`src/rtl/uart_itcm_loader_pkg.sv`:
```
// Shared definitions for the UART ITCM boot loader: FSM states and default
// framing bytes.
package uart_itcm_loader_pkg;

    typedef enum logic [2:0] {
        ST_IDLE   = 3'd0,
        ST_LEN_LO = 3'd1,
        ST_LEN_HI = 3'd2,
        ST_DATA   = 3'd3,
        ST_CSUM   = 3'd4,
        ST_RESP   = 3'd5,
        ST_DONE   = 3'd6
    } state_e;

    localparam logic [7:0] DEF_SYNC_BYTE = 8'hA5;
    localparam logic [7:0] DEF_ACK_BYTE  = 8'h06;
    localparam logic [7:0] DEF_NAK_BYTE  = 8'h15;

endpackage

```
`src/rtl/uart_itcm_loader_timer.sv`:
```
// Inter-byte timeout: loadable down-counter that parks at zero and flags
// expiry while it sits there.
module uart_itcm_loader_timer #(
    parameter int CYCLES = 100
) (
    input  logic clk_in,
    input  logic rst_n,
    input  logic reload,
    output logic expired
);

    localparam int W = $clog2(CYCLES + 1);

    logic [W-1:0] cnt_q, cnt_d;

    // Reload wins over counting; otherwise count down and stop at zero.
    always_comb begin
        cnt_d = cnt_q;
        if (reload)
            cnt_d = W'(CYCLES);
        else if (cnt_q != '0)
            cnt_d = cnt_q - W'(1);
    end

    // Counter register.
    always_ff @(posedge clk_in) begin
        if (!rst_n) cnt_q <= '0;
        else        cnt_q <= cnt_d;
    end

    assign expired = (cnt_q == '0);

endmodule

```
`src/rtl/uart_itcm_loader.sv`:
```
// UART boot loader: parses sync / length / LE words / XOR checksum frames
// from the rx byte stream, writes the words into ITCM, answers ACK or NAK and
// keeps the core in reset until a good image has been accepted.
module uart_itcm_loader
    import uart_itcm_loader_pkg::*;
#(
    parameter int         ADDR_WIDTH     = 12,
    parameter int         TIMEOUT_CYCLES = 5_000_000,
    parameter logic [7:0] SYNC_BYTE      = DEF_SYNC_BYTE,
    parameter logic [7:0] ACK_BYTE       = DEF_ACK_BYTE,
    parameter logic [7:0] NAK_BYTE       = DEF_NAK_BYTE
) (
    input  logic                  clk_in,
    input  logic                  rst_n,
    input  logic [7:0]            rx_data,
    input  logic                  rx_valid,
    output logic [7:0]            tx_data,
    output logic                  tx_valid,
    input  logic                  tx_ready,
    output logic [ADDR_WIDTH-1:0] ram_addr,
    output logic [31:0]           ram_data,
    output logic                  ram_wren,
    output logic                  core_rst_n,
    output logic                  load_busy,
    output logic                  load_done,
    output logic                  load_err
);

    state_e                  state_q, state_d;
    logic [7:0]              cnt_lo_q, cnt_lo_d;
    logic [15:0]             words_q, words_d;
    logic [1:0]              byte_idx_q, byte_idx_d;
    logic [23:0]             buf_q, buf_d;
    logic [7:0]              csum_q, csum_d;
    logic [ADDR_WIDTH-1:0]   ram_addr_q, ram_addr_d;
    logic [31:0]             ram_data_q, ram_data_d;
    logic                    ram_wren_q, ram_wren_d;
    logic [7:0]              tx_data_q, tx_data_d;
    logic                    tx_valid_q, tx_valid_d;
    logic                    resp_ack_q, resp_ack_d;
    logic                    core_rst_n_q, core_rst_n_d;
    logic                    busy_q, busy_d;
    logic                    done_q, done_d;
    logic                    err_q, err_d;

    logic                    decide, decide_ack;
    logic [15:0]             count;
    logic                    tmr_reload, tmr_expired;

    assign count = {rx_data, cnt_lo_q};

    // Timer restarts on every received byte and on every state change.
    assign tmr_reload = rx_valid || (state_d != state_q);

    uart_itcm_loader_timer #(
        .CYCLES (TIMEOUT_CYCLES)
    ) u_timer (
        .clk_in  (clk_in),
        .rst_n   (rst_n),
        .reload  (tmr_reload),
        .expired (tmr_expired)
    );

    // Next-state and datapath: frame parsing, word assembly, response.
    always_comb begin
        state_d      = state_q;
        cnt_lo_d     = cnt_lo_q;
        words_d      = words_q;
        byte_idx_d   = byte_idx_q;
        buf_d        = buf_q;
        csum_d       = csum_q;
        ram_addr_d   = ram_addr_q;
        ram_data_d   = ram_data_q;
        ram_wren_d   = 1'b0;
        tx_data_d    = tx_data_q;
        tx_valid_d   = tx_valid_q;
        resp_ack_d   = resp_ack_q;
        core_rst_n_d = core_rst_n_q;
        busy_d       = busy_q;
        done_d       = done_q;
        err_d        = err_q;
        decide       = 1'b0;
        decide_ack   = 1'b0;

        // Address advances the cycle after each write strobe.
        if (ram_wren_q)
            ram_addr_d = ram_addr_q + 1'b1;

        case (state_q)
            ST_IDLE, ST_DONE: begin
                if (rx_valid && rx_data == SYNC_BYTE) begin
                    state_d      = ST_LEN_LO;
                    csum_d       = 8'h00;
                    words_d      = 16'd0;
                    byte_idx_d   = 2'd0;
                    ram_addr_d   = '0;
                    busy_d       = 1'b1;
                    done_d       = 1'b0;
                    err_d        = 1'b0;
                    core_rst_n_d = 1'b0;
                end
            end
            ST_LEN_LO: begin
                if (rx_valid) begin
                    cnt_lo_d = rx_data;
                    state_d  = ST_LEN_HI;
                end else if (tmr_expired) begin
                    decide = 1'b1;
                end
            end
            ST_LEN_HI: begin
                if (rx_valid) begin
                    words_d = count;
                    if (32'(count) > (32'd1 << ADDR_WIDTH))
                        decide = 1'b1;
                    else if (count == 16'd0)
                        state_d = ST_CSUM;
                    else
                        state_d = ST_DATA;
                end else if (tmr_expired) begin
                    decide = 1'b1;
                end
            end
            ST_DATA: begin
                if (rx_valid) begin
                    csum_d     = csum_q ^ rx_data;
                    byte_idx_d = byte_idx_q + 2'd1;
                    case (byte_idx_q)
                        2'd0: buf_d[7:0]   = rx_data;
                        2'd1: buf_d[15:8]  = rx_data;
                        2'd2: buf_d[23:16] = rx_data;
                        default: begin
                            ram_data_d = {rx_data, buf_q};
                            ram_wren_d = 1'b1;
                            words_d    = words_q - 16'd1;
                            if (words_q == 16'd1)
                                state_d = ST_CSUM;
                        end
                    endcase
                end else if (tmr_expired) begin
                    decide = 1'b1;
                end
            end
            ST_CSUM: begin
                if (rx_valid) begin
                    decide     = 1'b1;
                    decide_ack = (rx_data == csum_q);
                end else if (tmr_expired) begin
                    decide = 1'b1;
                end
            end
            ST_RESP: begin
                if (tx_ready) begin
                    tx_valid_d = 1'b0;
                    busy_d     = 1'b0;
                    if (resp_ack_q) begin
                        state_d      = ST_DONE;
                        done_d       = 1'b1;
                        core_rst_n_d = 1'b1;
                    end else begin
                        state_d = ST_IDLE;
                        err_d   = 1'b1;
                    end
                end
            end
            default: state_d = ST_IDLE;
        endcase

        // Any frame verdict launches the response byte next cycle.
        if (decide) begin
            state_d    = ST_RESP;
            tx_valid_d = 1'b1;
            tx_data_d  = decide_ack ? ACK_BYTE : NAK_BYTE;
            resp_ack_d = decide_ack;
        end
    end

    // State and output registers; reset aborts any frame silently.
    always_ff @(posedge clk_in) begin
        if (!rst_n) begin
            state_q      <= ST_IDLE;
            cnt_lo_q     <= 8'h00;
            words_q      <= 16'd0;
            byte_idx_q   <= 2'd0;
            buf_q        <= 24'h0;
            csum_q       <= 8'h00;
            ram_addr_q   <= '0;
            ram_data_q   <= 32'h0;
            ram_wren_q   <= 1'b0;
            tx_data_q    <= 8'h00;
            tx_valid_q   <= 1'b0;
            resp_ack_q   <= 1'b0;
            core_rst_n_q <= 1'b0;
            busy_q       <= 1'b0;
            done_q       <= 1'b0;
            err_q        <= 1'b0;
        end else begin
            state_q      <= state_d;
            cnt_lo_q     <= cnt_lo_d;
            words_q      <= words_d;
            byte_idx_q   <= byte_idx_d;
            buf_q        <= buf_d;
            csum_q       <= csum_d;
            ram_addr_q   <= ram_addr_d;
            ram_data_q   <= ram_data_d;
            ram_wren_q   <= ram_wren_d;
            tx_data_q    <= tx_data_d;
            tx_valid_q   <= tx_valid_d;
            resp_ack_q   <= resp_ack_d;
            core_rst_n_q <= core_rst_n_d;
            busy_q       <= busy_d;
            done_q       <= done_d;
            err_q        <= err_d;
        end
    end

    assign tx_data    = tx_data_q;
    assign tx_valid   = tx_valid_q;
    assign ram_addr   = ram_addr_q;
    assign ram_data   = ram_data_q;
    assign ram_wren   = ram_wren_q;
    assign core_rst_n = core_rst_n_q;
    assign load_busy  = busy_q;
    assign load_done  = done_q;
    assign load_err   = err_q;

endmodule

```
`config.mk`:
```
export PLATFORM = sky130hd
export DESIGN_NAME = uart_itcm_loader
export DESIGN_NICKNAME = d
export VERILOG_FILES = /design/src/rtl/uart_itcm_loader_pkg.sv /design/src/rtl/uart_itcm_loader_timer.sv /design/src/rtl/uart_itcm_loader.sv
export SDC_FILE = /design/constraint.sdc
export NUM_CORES = 1
export LEC_CHECK = 0
export BUFFER_PORTS_ARGS = -buffer_cell sky130_fd_sc_hd__buf_2
export CORE_UTILIZATION = 50
export DETAILED_ROUTE_END_ITERATION = 6
export PLACE_DENSITY = 0.69
export SKIP_CTS_REPAIR_TIMING = 1
export SYNTH_ARGS = -nofsm -noshare
export SYNTH_HDL_FRONTEND = slang
export SYNTH_HIERARCHICAL = 1
export SYNTH_SLANG_ARGS = --single-unit
```
`constraint.sdc`:
```
create_clock -name clk_in -period 4.8 [get_ports clk_in]
set_clock_uncertainty 0.1 [all_clocks]
set_input_delay 0.96 -clock clk_in [delete_from_list [all_inputs] [get_ports clk_in]]
set_output_delay 0.96 -clock clk_in [all_outputs]
set_load 0.02 [all_outputs]
```
Word-level counts from Yosys, hierarchy flattened
Index checks and enable logic that the tools add are counted.
{"block": "totals", "register_bits": 142, "latch_bits": 0, "ram_bits": 0, "romBits": 0, "input_bits": 12, "memories": 0}
{"block": "classes", "addsub": 4, "multipliers": 0, "div_mod_pow": 0, "n_lt_le_gt_ge": 1, "n_eq_ne": 19, "shifts": 0, "muxes": 50, "n_bitwise": 3, "reduce_logical": 29}
{"cell": "16-bit 2-to-1 mux", "count": 4}
{"cell": "16-bit one-hot mux with 3 select lines", "count": 1}
{"cell": "23-bit 2-to-1 mux", "count": 2}
{"cell": "12-bit 2-to-1 mux", "count": 3}
{"cell": "3-bit 2-to-1 mux", "count": 11}
{"cell": "23-bit logical NOT", "count": 1}
{"cell": "23-bit nonzero test", "count": 1}
{"cell": "23-bit by 1-bit subtractor with 23-bit output, second input constant", "count": 1}
{"cell": "3-bit AND reduction", "count": 7}
{"cell": "3-bit one-hot mux with 6 select lines", "count": 1}
{"cell": "1-bit 2-to-1 mux", "count": 17}
{"cell": "16-bit by 1-bit equality test with 1-bit output, second input constant", "count": 1}
{"cell": "16-bit by 13-bit greater-than comparator with 1-bit output, second input constant", "count": 1}
{"cell": "16-bit logical NOT", "count": 1}
{"cell": "8-bit 2-to-1 mux", "count": 2}
{"cell": "8-bit one-hot mux with 2 select lines", "count": 1}
{"cell": "16-bit by 1-bit subtractor with 16-bit output, second input constant", "count": 1}
{"cell": "2-bit != test, second input constant", "count": 7}
{"cell": "12-bit by 1-bit adder with 12-bit output, second input constant", "count": 1}
{"cell": "2-bit nonzero test", "count": 5}
{"cell": "3-bit equality test, second input constant", "count": 3}
{"cell": "8-bit equality test", "count": 1}
{"cell": "8-bit equality test, second input constant", "count": 1}
{"cell": "4-bit AND reduction", "count": 2}
{"cell": "22 further kinds", "count": 30}

Longest topological paths before layout
Gate-level depths: netlist of run 1.
{"block": "logic_depth", "depth_word": 9, "mapped_depth": 16, "ltp_nobuf": 15}

Cells and area by module
The synthesis of run 1 kept the hierarchy.
{"module": "uart_itcm_loader", "n_inst": 1, "cells_each": 663, "area_each_um2": 5365.1, "seq_area_each_um2": 2262.2}
{"module": "uart_itcm_loader_timer", "n_inst": 1, "cells_each": 130, "area_each_um2": 1179.9, "seq_area_each_um2": 460.4}

Worst setup path before layout of run 1
OpenSTA, ideal clock, no wires.
{"block": "synth_path", "path_type": "register to register", "from": "register u_timer.cnt_q[16]", "to": "register u_timer.cnt_q[0]", "t_arrival_ns": 3.252, "t_required_ns": 4.572, "slack_ns": 1.320, "stages_incl_launch_ff": 15, "path_buffers": 2, "synth_period_minus_slack_ns": 3.480, "path_cell_list": "dfxtp_1 > or3_4 > nor4_1 > nand3_1 > inv_2 > o21ai_0 > o311a_1 > o21ai_0 > a21oi_2 > a21boi_1 > o221ai_2 > buf_6 > nand2b_1 > clkbuf_1 > nor2_1"}
{"block": "synth_between", "elab_chain_len": 8, "elab_cells_between_ends": 11, "cone_classes": "eq/ne: 1; mux: 6; reduce/logical: 4"}
{"element": "from (decl)", "line": "uart_itcm_loader_timer.sv:14", "text": "logic [W-1:0] cnt_q, cnt_d;"}
{"element": "from (signal assigned)", "line": "uart_itcm_loader_timer.sv:28", "text": "else cnt_q <= cnt_d;"}
{"element": "23-bit logical NOT (*)", "line": "uart_itcm_loader_timer.sv:31", "text": "assign expired = (cnt_q == '0);"}
{"element": "via tmr_expired", "line": "uart_itcm_loader.sv:48", "text": "logic tmr_reload, tmr_expired;"}
{"element": "1-bit 2-to-1 mux (*)"}
{"element": "1-bit 2-to-1 mux (on tied branches)", "line": "uart_itcm_loader.sv:145, uart_itcm_loader.sv:104, uart_itcm_loader.sv:112"}
{"element": "1-bit one-hot mux with 3 select lines (*)", "line": "uart_itcm_loader.sv:89", "text": "case (state_q)"}
{"element": "3-bit 2-to-1 mux (*)", "line": "uart_itcm_loader.sv:170", "text": "if (decide) begin"}
{"element": "3-bit != test (*)", "line": "uart_itcm_loader.sv:53", "text": "assign tmr_reload = rx_valid || (state_d != state_q);"}
{"element": "1-bit logical OR (*)", "line": "uart_itcm_loader.sv:53"}
{"element": "via tmr_reload", "line": "uart_itcm_loader.sv:48"}
{"element": "2-bit OR reduction (no line) (*)"}
The timed path passes the listed nets; every way through them passes the cells marked *.
A chain may end at the register's enable or synchronous reset.

Worst setup path in the final report of run 1
{"block": "layout_path", "from": "register u_timer.cnt_q[0]", "to": "register u_timer.cnt_q[1]"}
Same word-level chain as after synthesis.

==> impl_metrics.env, run 1 <==
export IMPL_max_freq_mhz=240
export IMPL_drc=0
export IMPL_tightest_slew_ps=944
export IMPL_reg2reg_slack_ps=640
export IMPL_grt_overflow=0
export IMPL_seqPwrFrac_pct=43.4
export IMPL_critPathCapture="u_timer/cnt_q[1]"
export IMPL_end_kind="flop"
export IMPL_avgRoutedWirePerCell_um=15.2
export IMPL_gp_congestion=0.898
export IMPL_fp_row_count=41
export IMPL_drt_iter0_drc=379
export IMPL_async_flop_share_pct=0
export IMPL_vias_per_cell=5.58
export IMPL_rr_startpoint="u_timer/cnt_q[0]"
export IMPL_antenna_cells=0
export IMPL_power_frac_clock_pct=49.6
export IMPL_report_final_slew_viol_count=0
export IMPL_combPwrFrac_pct=7.0
export IMPL_final_nets=845
export IMPL_cp_start_kind="flop"
export IMPL_synth_cell_types=69
export IMPL_cts_inserted_buffers=17
export IMPL_crit_slowest_cell="o21ai_0"
export IMPL_path_cells="inv_1, ha_1, or3b_1, nor2_1, nand3_1, inv_2, o21ai_0, o311a_1, o21ai_0, a21oi_2, a211oi_2, o221ai_2, nand2b_1, a211oi_1"
export IMPL_reg2reg_to="u_timer/cnt_q[1]"
export IMPL_initial_core_util_pct=51.7
export IMPL_cp_depth=14
export IMPL_yosysTopAreaCell="dfxtp_1"
export IMPL_ys_ff_latch=136
export IMPL_netlist_top_cells_area="dfxtp_1 (42%), a21boi_0 (9.2%), nand2_1 (8.8%)"
export IMPL_pin_count=70
export IMPL_yosys_warnings=6
export IMPL_grt_pass1_vias=5110
export IMPL_cp_startpoint="u_timer/cnt_q[0]"
export IMPL_insertion_delay_ps=430
export IMPL_synth_edff_count=0
export IMPL_fin_area_sq_um=7450
export IMPL_drt_wl_total_mm=15.3
export IMPL_powerDensity_nw_per_um2=360
export IMPL_critPathKind="reg2reg"
export IMPL_ff2ff_path_depth=14
export IMPL_min_from="ram_data[17]"
export IMPL_cp_top_family="compound AO/OA/AOI/OAI gates"
export IMPL_internal_power_mw=2.06
export IMPL_placed_cell_area_sq_um=6840
export IMPL_max_slew_margin_pct=36.8
export IMPL_drt_pass1_iterations=5
export IMPL_finalSetupTns_ps=0
export IMPL_die_y_um=116
export IMPL_antenna_found_initial=0
export IMPL_synth_top_area_share_pct=41.6
export IMPL_p_leak_nw=2.75
export IMPL_period_share_pct=86.8
export IMPL_cp_common_cell="o21ai_0"
export IMPL_worstPathArrival_ps=4400
export IMPL_power_net_switching_mw=0.621
export IMPL_fillers=1156
export IMPL_worstPathRequired_ps=5040
export IMPL_cts_sinks=136
export IMPL_status="finished, final reports clean"
export IMPL_grt_max_degree=72
export IMPL_switching_share_pct=23.2
export IMPL_dpl_hpwl_mm=10.3
export IMPL_worst_path_buf_inv=2
export IMPL_worstHoldPathType="reg2reg"
export IMPL_ys_seq_area_share_pct=41.6
export IMPL_crit_fanout=13
export IMPL_dieWidth_um=116
export IMPL_drive_gt1_share_pct=15.4
export IMPL_setup_violations=0
export IMPL_num_vias=5633
export IMPL_synth_cells=793
export IMPL_die_area_sq_um=13600
export IMPL_cts_tree="built"
export IMPL_coreArea_sq_um=12700
export IMPL_cap_violations=0
export IMPL_grt_use_total_pct=23.5
export IMPL_grt_pass1_wl_mm=24.7
export IMPL_drtAntennaViolNets=0
export IMPL_syn_avg_cell_area_sq_um=8.25
export IMPL_syn_to_final_growth_pct=13.8
export IMPL_synth_area_sq_um=6550
export IMPL_peakVddDrop_uv=275
export IMPL_ctsHtreeMaxLevel=4
export IMPL_clk_pin_slew_ps=60
export IMPL_cts_root_buf="clkbuf_16"
export IMPL_rsz0062_at_grt="false"
export IMPL_hold_viol=0
export IMPL_cts_buffer_depth=2
export IMPL_period_needed_ps=4160
export IMPL_portBuffers=65
export IMPL_critPathMaxStageDelay_ps=570
export IMPL_dominantRegCellSynth="dfxtp_1"
worst reg2reg max path, stage by stage (launching register included):
cell and delay (ps):
dfxtp_1 320, inv_1 90, ha_1 190, or3b_1 440
nor2_1 300, nand3_1 230, inv_2 180, o21ai_0 100
o311a_1 170, o21ai_0 570, a21oi_2 110, a211oi_2 270
o221ai_2 260, nand2b_1 450, a211oi_1 300
synth_stat cells (3+ instances only):
master,n
nor2_1,51
inv_1,15
and3_1,7
or4_2,4
nor3_1,16
or4_4,4
clkbuf_1,37
o31ai_1,11
xor2_1,17
dfxtp_1,136
o21a_1,11
nand2b_1,5
a21boi_0,80
nor4_1,7
a32o_1,4
a21oi_1,30
or3_1,6
buf_4,8
ha_1,8
a31oi_1,3
xnor2_1,12
nand2_1,153
o31a_1,5
buf_2,11
o21ai_0,33
a221oi_1,3
nand3_1,39
buf_6,3
nor2b_1,11
and2_1,7
nand4_1,8
registers in the layout, summed over array words and instances, names as in the netlist:
name	flops
ram_wren	1
csum_q	8
tx_data	3
cnt_lo_q	8
u_timer/cnt_q	23
tx_valid	1
state_q	3
ram_data	32
words_q	16
load_done	1
load_busy	1
ram_addr	12
load_err	1
buf_q	24
byte_idx_q	2
placed cells by master, fill, tap and decap left out, types with 5 or more instances in the layout:
cell type and n:
o31ai_1 11, nand2b_1 5, and3_1 7, o31a_1 5, inv_1 15, xnor2_1 12, buf_2 65, xor2_1 17
o21ai_0 33, o21a_1 11, a21oi_1 30, and2_1 7, or3_1 6, nor2_1 51, a21boi_0 80, nor2b_1 11
nand2_1 153, nor4_1 7, nor3_1 16, dfxtp_1 136, clkbuf_16 17, nand3_1 39, ha_1 8, nand4_1 8
buf_4 6
power by group through the flow:
stage          sequential [mW]  clock, mW  combinational, mW
2_1_floorplan             1.18          0              0.158
3_3_place_gp              1.19          0              0.182
3_5_place_dp              1.19          0              0.186
4_1_cts                   1.16       1.35              0.187
5_1_grt                   1.17       1.40              0.206
6_report                  1.16       1.33              0.188
cell families (layout without fill, tap and decap cells):
logic type	Yosys count	after routing	synth area share [%]
xor+xnor	29	29	3.88
fa+ha+maj	9	9	1.70
other cells	1	4	0.0573
mux	2	2	0.306
flops	136	136	41.6
simple gates	337	337	24.9
buf+inv	77	118	5.49
compound gates	202	202	22.0
how the worst min path moves through the flow:
| stage | to | slack, ps | cells past startpoint |
|---|---|---|---|
| floorplan | ram_data[0] | 340 | 2 |
| global placement | ram_data[14] | 350 | 2 |
| detailed placement | tx_data[2] | 350 | 1 |
| CTS | ram_data[30] | 360 | 2 |
| global route | ram_data[6] | 380 | 2 |
| finish | ram_data[17] | 360 | 2 |
routing by layer:
metal,vias to the layer above,routed length [um],part of all wire (%),global-route usage [%]
met5,-,0,0,0
met4,0,283,1.8,9.57
met3,29,762,5.0,5.86
met2,152,7180,47,38.0
met1,2649,7070,46,30.0
li1,2803,-,-,-
metrics by stage:
stage | instances | worst slack (ps) | power [mW] | utilization, % | hold slack [ps]
global route | 1009 | 354 | 2.77 | 58.8 | 382
CTS | 1009 | 647 | 2.70 | 58.8 | 364
floorplan | 796 | 1320 | 1.34 | - | 341
finish | 1009 | 635 | 2.68 | 58.8 | 361
detailed placement | 978 | 646 | 1.37 | 54.0 | 353
global placement | 978 | 857 | 1.37 | 54.0 | 352
final cells by class:
type	count	area, sq um	share of cell area [%]
Multi-Input combinational cell	583	3470	46.7
Clock inverter	11	148	1.98
Sequential cell	136	2720	36.6
Clock buffer	20	457	6.13
Inverter	16	60.1	0.806
Timing Repair Buffer	71	370	4.97
Tap cell	172	215	2.89
Note: power is estimated with default switching activity, not from simulation.
==> run 2, diff against run 1 <==
--- a/config.mk
+++ b/config.mk
@@ -8,6 +8,7 @@
 export BUFFER_PORTS_ARGS = -buffer_cell sky130_fd_sc_hd__buf_2
 export CORE_UTILIZATION = 50
 export DETAILED_ROUTE_END_ITERATION = 6
+export GPL_TIMING_DRIVEN = 0
 export PLACE_DENSITY = 0.69
 export SKIP_CTS_REPAIR_TIMING = 1
 export SYNTH_ARGS = -nofsm -noshare
==> run 2 against run 1 <==
  * Clock power about the same
  * Worst setup slack got worse by 310 ps
  * Register-to-register slack got worse by 310 ps
  * Wire length rose by 12%
  * Utilization rose by 2.0 points
  * Fmax fell by 6.9%
  * Combinational power up 13%
  * Cell count is 5.4% higher
  * Sequential share of layout area decreased by 1.2 points
  * Sequential power is essentially flat
==> impl_metrics.env, run 2 (same netlist as run 1, synthesis figures left out) <==
export IMPL_critPathKind="reg2reg"
export IMPL_cts_root_buf="clkbuf_16"
export IMPL_powerDensity_nw_per_um2=354
export IMPL_syn_to_final_growth_pct=17.6
export IMPL_period_needed_ps=4470
export IMPL_die_y_um=116
export IMPL_end_kind="flop"
export IMPL_hold_viol=0
export IMPL_max_freq_mhz=224
export IMPL_rsz0062_at_grt="false"
export IMPL_power_total_mw=2.72
export IMPL_avgRoutedWirePerCell_um=16.2
export IMPL_seqPwrFrac_pct=42.7
export IMPL_cp_start_kind="flop"
export IMPL_power_frac_clock_pct=49.4
export IMPL_drc=0
export IMPL_clk_pin_slew_ps=50
export IMPL_switching_share_pct=22.7
export IMPL_seq_area_sq_um=2720
export IMPL_combPwrFrac_pct=7.8
export IMPL_largest_reg_flops=32
export IMPL_setup_violations=0
export IMPL_cts_buffer_depth=2
export IMPL_cp_common_cell="o21ai_0"
export IMPL_multi_input_area_sq_um=3470
export IMPL_gp_congestion=0.903
export IMPL_num_vias=5958
export IMPL_peakVddDrop_uv=247
export IMPL_p_leak_nw=2.89
export IMPL_portBuffers=63
export IMPL_final_common_cell="nand2_1"
export IMPL_grt_pass1_vias=5616
export IMPL_dpl_hpwl_mm=11.9
export IMPL_crit_slowest_cell="o21ai_0"
export IMPL_final_nets=898
export IMPL_cap_violations=0
export IMPL_dieWidth_um=116
export IMPL_period_share_pct=93.2
export IMPL_grt_use_total_pct=26.4
export IMPL_fillers=1139
export IMPL_crit_fanout=10
export IMPL_internal_power_mw=2.10
export IMPL_report_final_slew_viol_count=0
export IMPL_cts_sinks=136
export IMPL_worstHoldPathType="reg2reg"
export IMPL_fp_row_count=41
export IMPL_detailedPlace_worstSlack_ps=429
export IMPL_worstPathArrival_ps=4650
export IMPL_initial_core_util_pct=51.7
export IMPL_grt_max_degree=17
export IMPL_status="finished, final reports clean"
export IMPL_drtAntennaViolNets=0
export IMPL_grt_pass1_wl_mm=27.2
export IMPL_power_net_switching_mw=0.618
export IMPL_layout_common_cells="nand2_1 (153), dfxtp_1 (136), a21boi_0 (80), buf_2 (74), nor2_1 (51)"
export IMPL_cts_inserted_buffers=17
export IMPL_ctsHtreeMaxLevel=4
export IMPL_drt_wl_total_mm=17.2
export IMPL_drive_gt1_share_pct=15.9
export IMPL_coreArea_sq_um=12700
export IMPL_antenna_cells=0
export IMPL_worstPathRequired_ps=4980
export IMPL_cp_top_family="simple AND/OR/NAND/NOR gates"
export IMPL_grt_overflow=0
export IMPL_tightest_slew_ps=791
export IMPL_vias_per_cell=5.60
export IMPL_critPathMaxStageDelay_ps=620
export IMPL_antenna_found_initial=0
export IMPL_finalSetupTns_ps=0
export IMPL_max_slew_margin_pct=47.1
export IMPL_die_area_sq_um=13600
export IMPL_path_cells="or3_4, nor4_1, nand3_1, inv_2, o21ai_0, o311a_1, o21ai_0, a21oi_2, a21boi_1, o221ai_2, buf_6, nand2b_1, clkbuf_1, nor2_1"
export IMPL_insertion_delay_ps=420
export IMPL_pin_count=70
export IMPL_worst_path_buf_inv=3
export IMPL_drt_pass1_iterations=5
export IMPL_cts_tree="built"
export IMPL_drt_iter0_drc=438
export IMPL_layout_setup_ws_ps=327
run 2: cell count changes in the layout (fill, tap and decap cells not counted), sizes merged:
cell	change
clkbuf	+43
buf	+15
clkinvlp	-4
run 2: final timing paths:
kind                 endpoint  slack, ps               from  cells after the start
max reg2reg  u_timer/cnt_q[5]        330  u_timer/cnt_q[16]                     14
min              ram_data[13]        360       ram_data[13]                      2
max          u_timer/cnt_q[5]        330  u_timer/cnt_q[16]                     14
min reg2reg      ram_data[13]        360       ram_data[13]                      2
run 2: cell type report:
cell class	count	share of cell area, %
Inverter	16	0.780
Sequential cell	136	35.4
Timing Repair Buffer	63	4.10
Tap cell	172	2.80
Clock buffer	25	6.44
Multi-Input combinational cell	583	45.1
Clock inverter	7	1.48
Buffer	61	3.89
run 2: power groups by stage:
stage	logic [mW]	registers [mW]	clock network, mW
after global routing	0.233	1.16	1.41
after CTS	0.212	1.16	1.36
final	0.213	1.16	1.34
after detailed placement	0.210	1.19	0
after floorplan	0.158	1.18	0
after global placement	0.205	1.19	0
run 2: layer usage:
layer / vias to the layer above / routed length, um / global-route usage, %
met2: 204 / 8210 / 45.3
li1: 2913 / - / -
met5: - / 0 / 0
met3: 32 / 1020 / 6.64
met4: 0 / 391 / 12.0
met1: 2809 / 7550 / 31.1
run 2: worst register-to-register path, stage by stage (launching register included):
cell	delay, ps
dfxtp_1	350
or3_4	440
nor4_1	580
nand3_1	310
inv_2	220
o21ai_0	120
o311a_1	200
o21ai_0	620
a21oi_2	110
a21boi_1	190
o221ai_2	230
buf_6	180
nand2b_1	180
clkbuf_1	410
nor2_1	110
run 2: through the flow:
stage | cells | instance area (sq um) | utilization (%) | hold WS (ps)
after floorplan | 796 | 6560 | - | 341
after global placement | 1031 | 7090 | 55.9 | 349
after detailed placement | 1031 | 7090 | 55.9 | 353
after CTS | 1063 | 7700 | 60.7 | 361
after global routing | 1063 | 7700 | 60.7 | 379
final | 1063 | 7700 | 60.7 | 357
==> run 3, diff against run 2 <==
--- a/config.mk
+++ b/config.mk
@@ -9,6 +9,7 @@
 export CORE_UTILIZATION = 50
 export DETAILED_ROUTE_END_ITERATION = 6
 export GPL_TIMING_DRIVEN = 0
+export MAX_ROUTING_LAYER = met4
 export PLACE_DENSITY = 0.69
 export SKIP_CTS_REPAIR_TIMING = 1
 export SYNTH_ARGS = -nofsm -noshare
==> run 3 against run 2 <==
  * Sequential share of layout area is 0.13 points lower
  * Wire length is 0.94% lower
  * Cell area increased by 0.37%
  * First-iteration DRC count fell by 0.91%
  * Total power up 1.9%
  * Die area stayed put
  * Worst setup slack improved by 120 ps
  * Register-to-register slack better by 120 ps
  * Sequential power barely moved
  * Via count fell by 0.34%
  * Cell count stayed put
==> impl_metrics.env, run 3 (same netlist as run 1, synthesis figures left out) <==
export IMPL_fin_area_sq_um=7720
export IMPL_initial_core_util_pct=51.7
export IMPL_max_freq_mhz=230
export IMPL_insertion_delay_ps=420
export IMPL_setup_violations=0
export IMPL_drt_wl_total_mm=17.0
export IMPL_worstPathRequired_ps=4980
export IMPL_grt_use_total_pct=27.1
export IMPL_crit_slowest_cell="nor4_1"
export IMPL_grt_pass1_wl_mm=27.2
export IMPL_end_kind="flop"
export IMPL_cts_buffer_depth=2
export IMPL_dp_cells=1031
export IMPL_avgRoutedWirePerCell_um=16.0
export IMPL_placed_cell_area_sq_um=7090
export IMPL_drive_gt1_share_pct=16.4
export IMPL_peakVddDrop_uv=223
export IMPL_pin_count=70
export IMPL_cap_violations=0
export IMPL_drc=0
export IMPL_worstPathArrival_ps=4540
export IMPL_p_leak_nw=2.91
export IMPL_powerDensity_nw_per_um2=359
export IMPL_gp_congestion=0.915
export IMPL_tightest_slew_ps=808
export IMPL_ctsHtreeMaxLevel=4
export IMPL_period_needed_ps=4350
export IMPL_period_share_pct=90.7
export IMPL_cts_inserted_buffers=17
export IMPL_final_nets=898
export IMPL_final_util_pct=61.0
export IMPL_final_common_cell="nand2_1"
export IMPL_status="finished, final reports clean"
export IMPL_critPathKind="reg2reg"
export IMPL_antenna_found_initial=0
export IMPL_coreArea_sq_um=12700
export IMPL_cts_root_buf="clkbuf_16"
export IMPL_layout_common_cells="nand2_1 (153), dfxtp_1 (136), a21boi_0 (80), buf_2 (74), nor2_1 (51)"
export IMPL_cts_tree="built"
export IMPL_path_cells="or3_4, nor4_1, nand3_1, inv_2, o21ai_0, o311a_1, o21ai_1, a21oi_2, a21boi_1, o221ai_2, buf_6, nand2b_1, clkbuf_1, nor2_1"
export IMPL_grt_max_degree=17
export IMPL_largest_reg_flops=32
export IMPL_worstHoldPathType="reg2reg"
export IMPL_cp_start_kind="flop"
export IMPL_max_slew_margin_pct=45.9
export IMPL_crit_fanout=10
export IMPL_clk_pin_slew_ps=60
export IMPL_num_vias=5938
export IMPL_drt_pass1_iterations=5
export IMPL_stdcell_count=1063
export IMPL_syn_to_final_growth_pct=18.0
export IMPL_report_final_slew_viol_count=0
export IMPL_drt_iter0_drc=434
export IMPL_die_area_sq_um=13600
export IMPL_drtAntennaViolNets=0
export IMPL_die_y_um=116
export IMPL_portBuffers=63
export IMPL_critPathMaxStageDelay_ps=620
export IMPL_vias_per_cell=5.59
export IMPL_dieWidth_um=116
export IMPL_grt_pass1_vias=5606
export IMPL_dpl_hpwl_mm=12.0
export IMPL_cts_sinks=136
export IMPL_hold_viol=0
export IMPL_fp_row_count=41
export IMPL_antenna_cells=0
export IMPL_grt_overflow=0
export IMPL_finalSetupTns_ps=0
export IMPL_rsz0062_at_grt="false"
-- run 3: routing by layer --
metal	vias up	share of wire [%]	GRT usage [%]	routed length, um
met5	-	0	-	0
met3	35	6.3	6.54	1070
li1	2916	-	-	-
met2	184	47	44.1	8070
met4	0	2.0	10.9	348
met1	2803	44	32.2	7530
-- run 3: cell type report --
| cell class | instances | area [sq um] |
|---|---|---|
| plain buffers | 61 | 299 |
| clock buffers | 20 | 467 |
| clock inverters | 12 | 171 |
| fillers | 1159 | 4950 |
| inverters | 16 | 60.1 |
| multi-input cells | 583 | 3470 |
| flip-flops and latches | 136 | 2720 |
| well taps | 172 | 215 |
| repair buffers | 63 | 315 |
-- run 3: critical path, delay by kind of cell, from the launching register on --
family / cells / cell delay [ps]
AO/OA/AOI/OAI: 6 / 1240
buffers and inverters: 3 / 870
flip-flops: 1 / 350
AND/OR/NAND/NOR: 5 / 1660
-- run 3: metrics by stage --
| stage | total power [mW] | hold WS (ps) | worst slack (ps) |
|---|---|---|---|
| floorplan | 1.34 | 341 | 1320 |
| global placement | 1.39 | 346 | 382 |
| detailed placement | 1.40 | 350 | 373 |
| CTS | 2.79 | 362 | 338 |
| global route | 2.86 | 381 | 225 |
| finish | 2.77 | 357 | 446 |
-- run 3: where the power goes --
part / internal [mW] / switching, mW
registers: 1.15 / 0.0175
logic: 0.0853 / 0.131
clock network: 0.909 / 0.485
-- run 3: path summary, 6_finish.rpt --
kind / cells after the start / slack, ps / startpoint / end
max: 14 / 450 / u_timer/cnt_q[16] / u_timer/cnt_q[12]
min: 2 / 360 / ram_data[11] / ram_data[11]
max reg2reg: 14 / 450 / u_timer/cnt_q[16] / u_timer/cnt_q[12]
min reg2reg: 2 / 360 / ram_data[11] / ram_data[11]
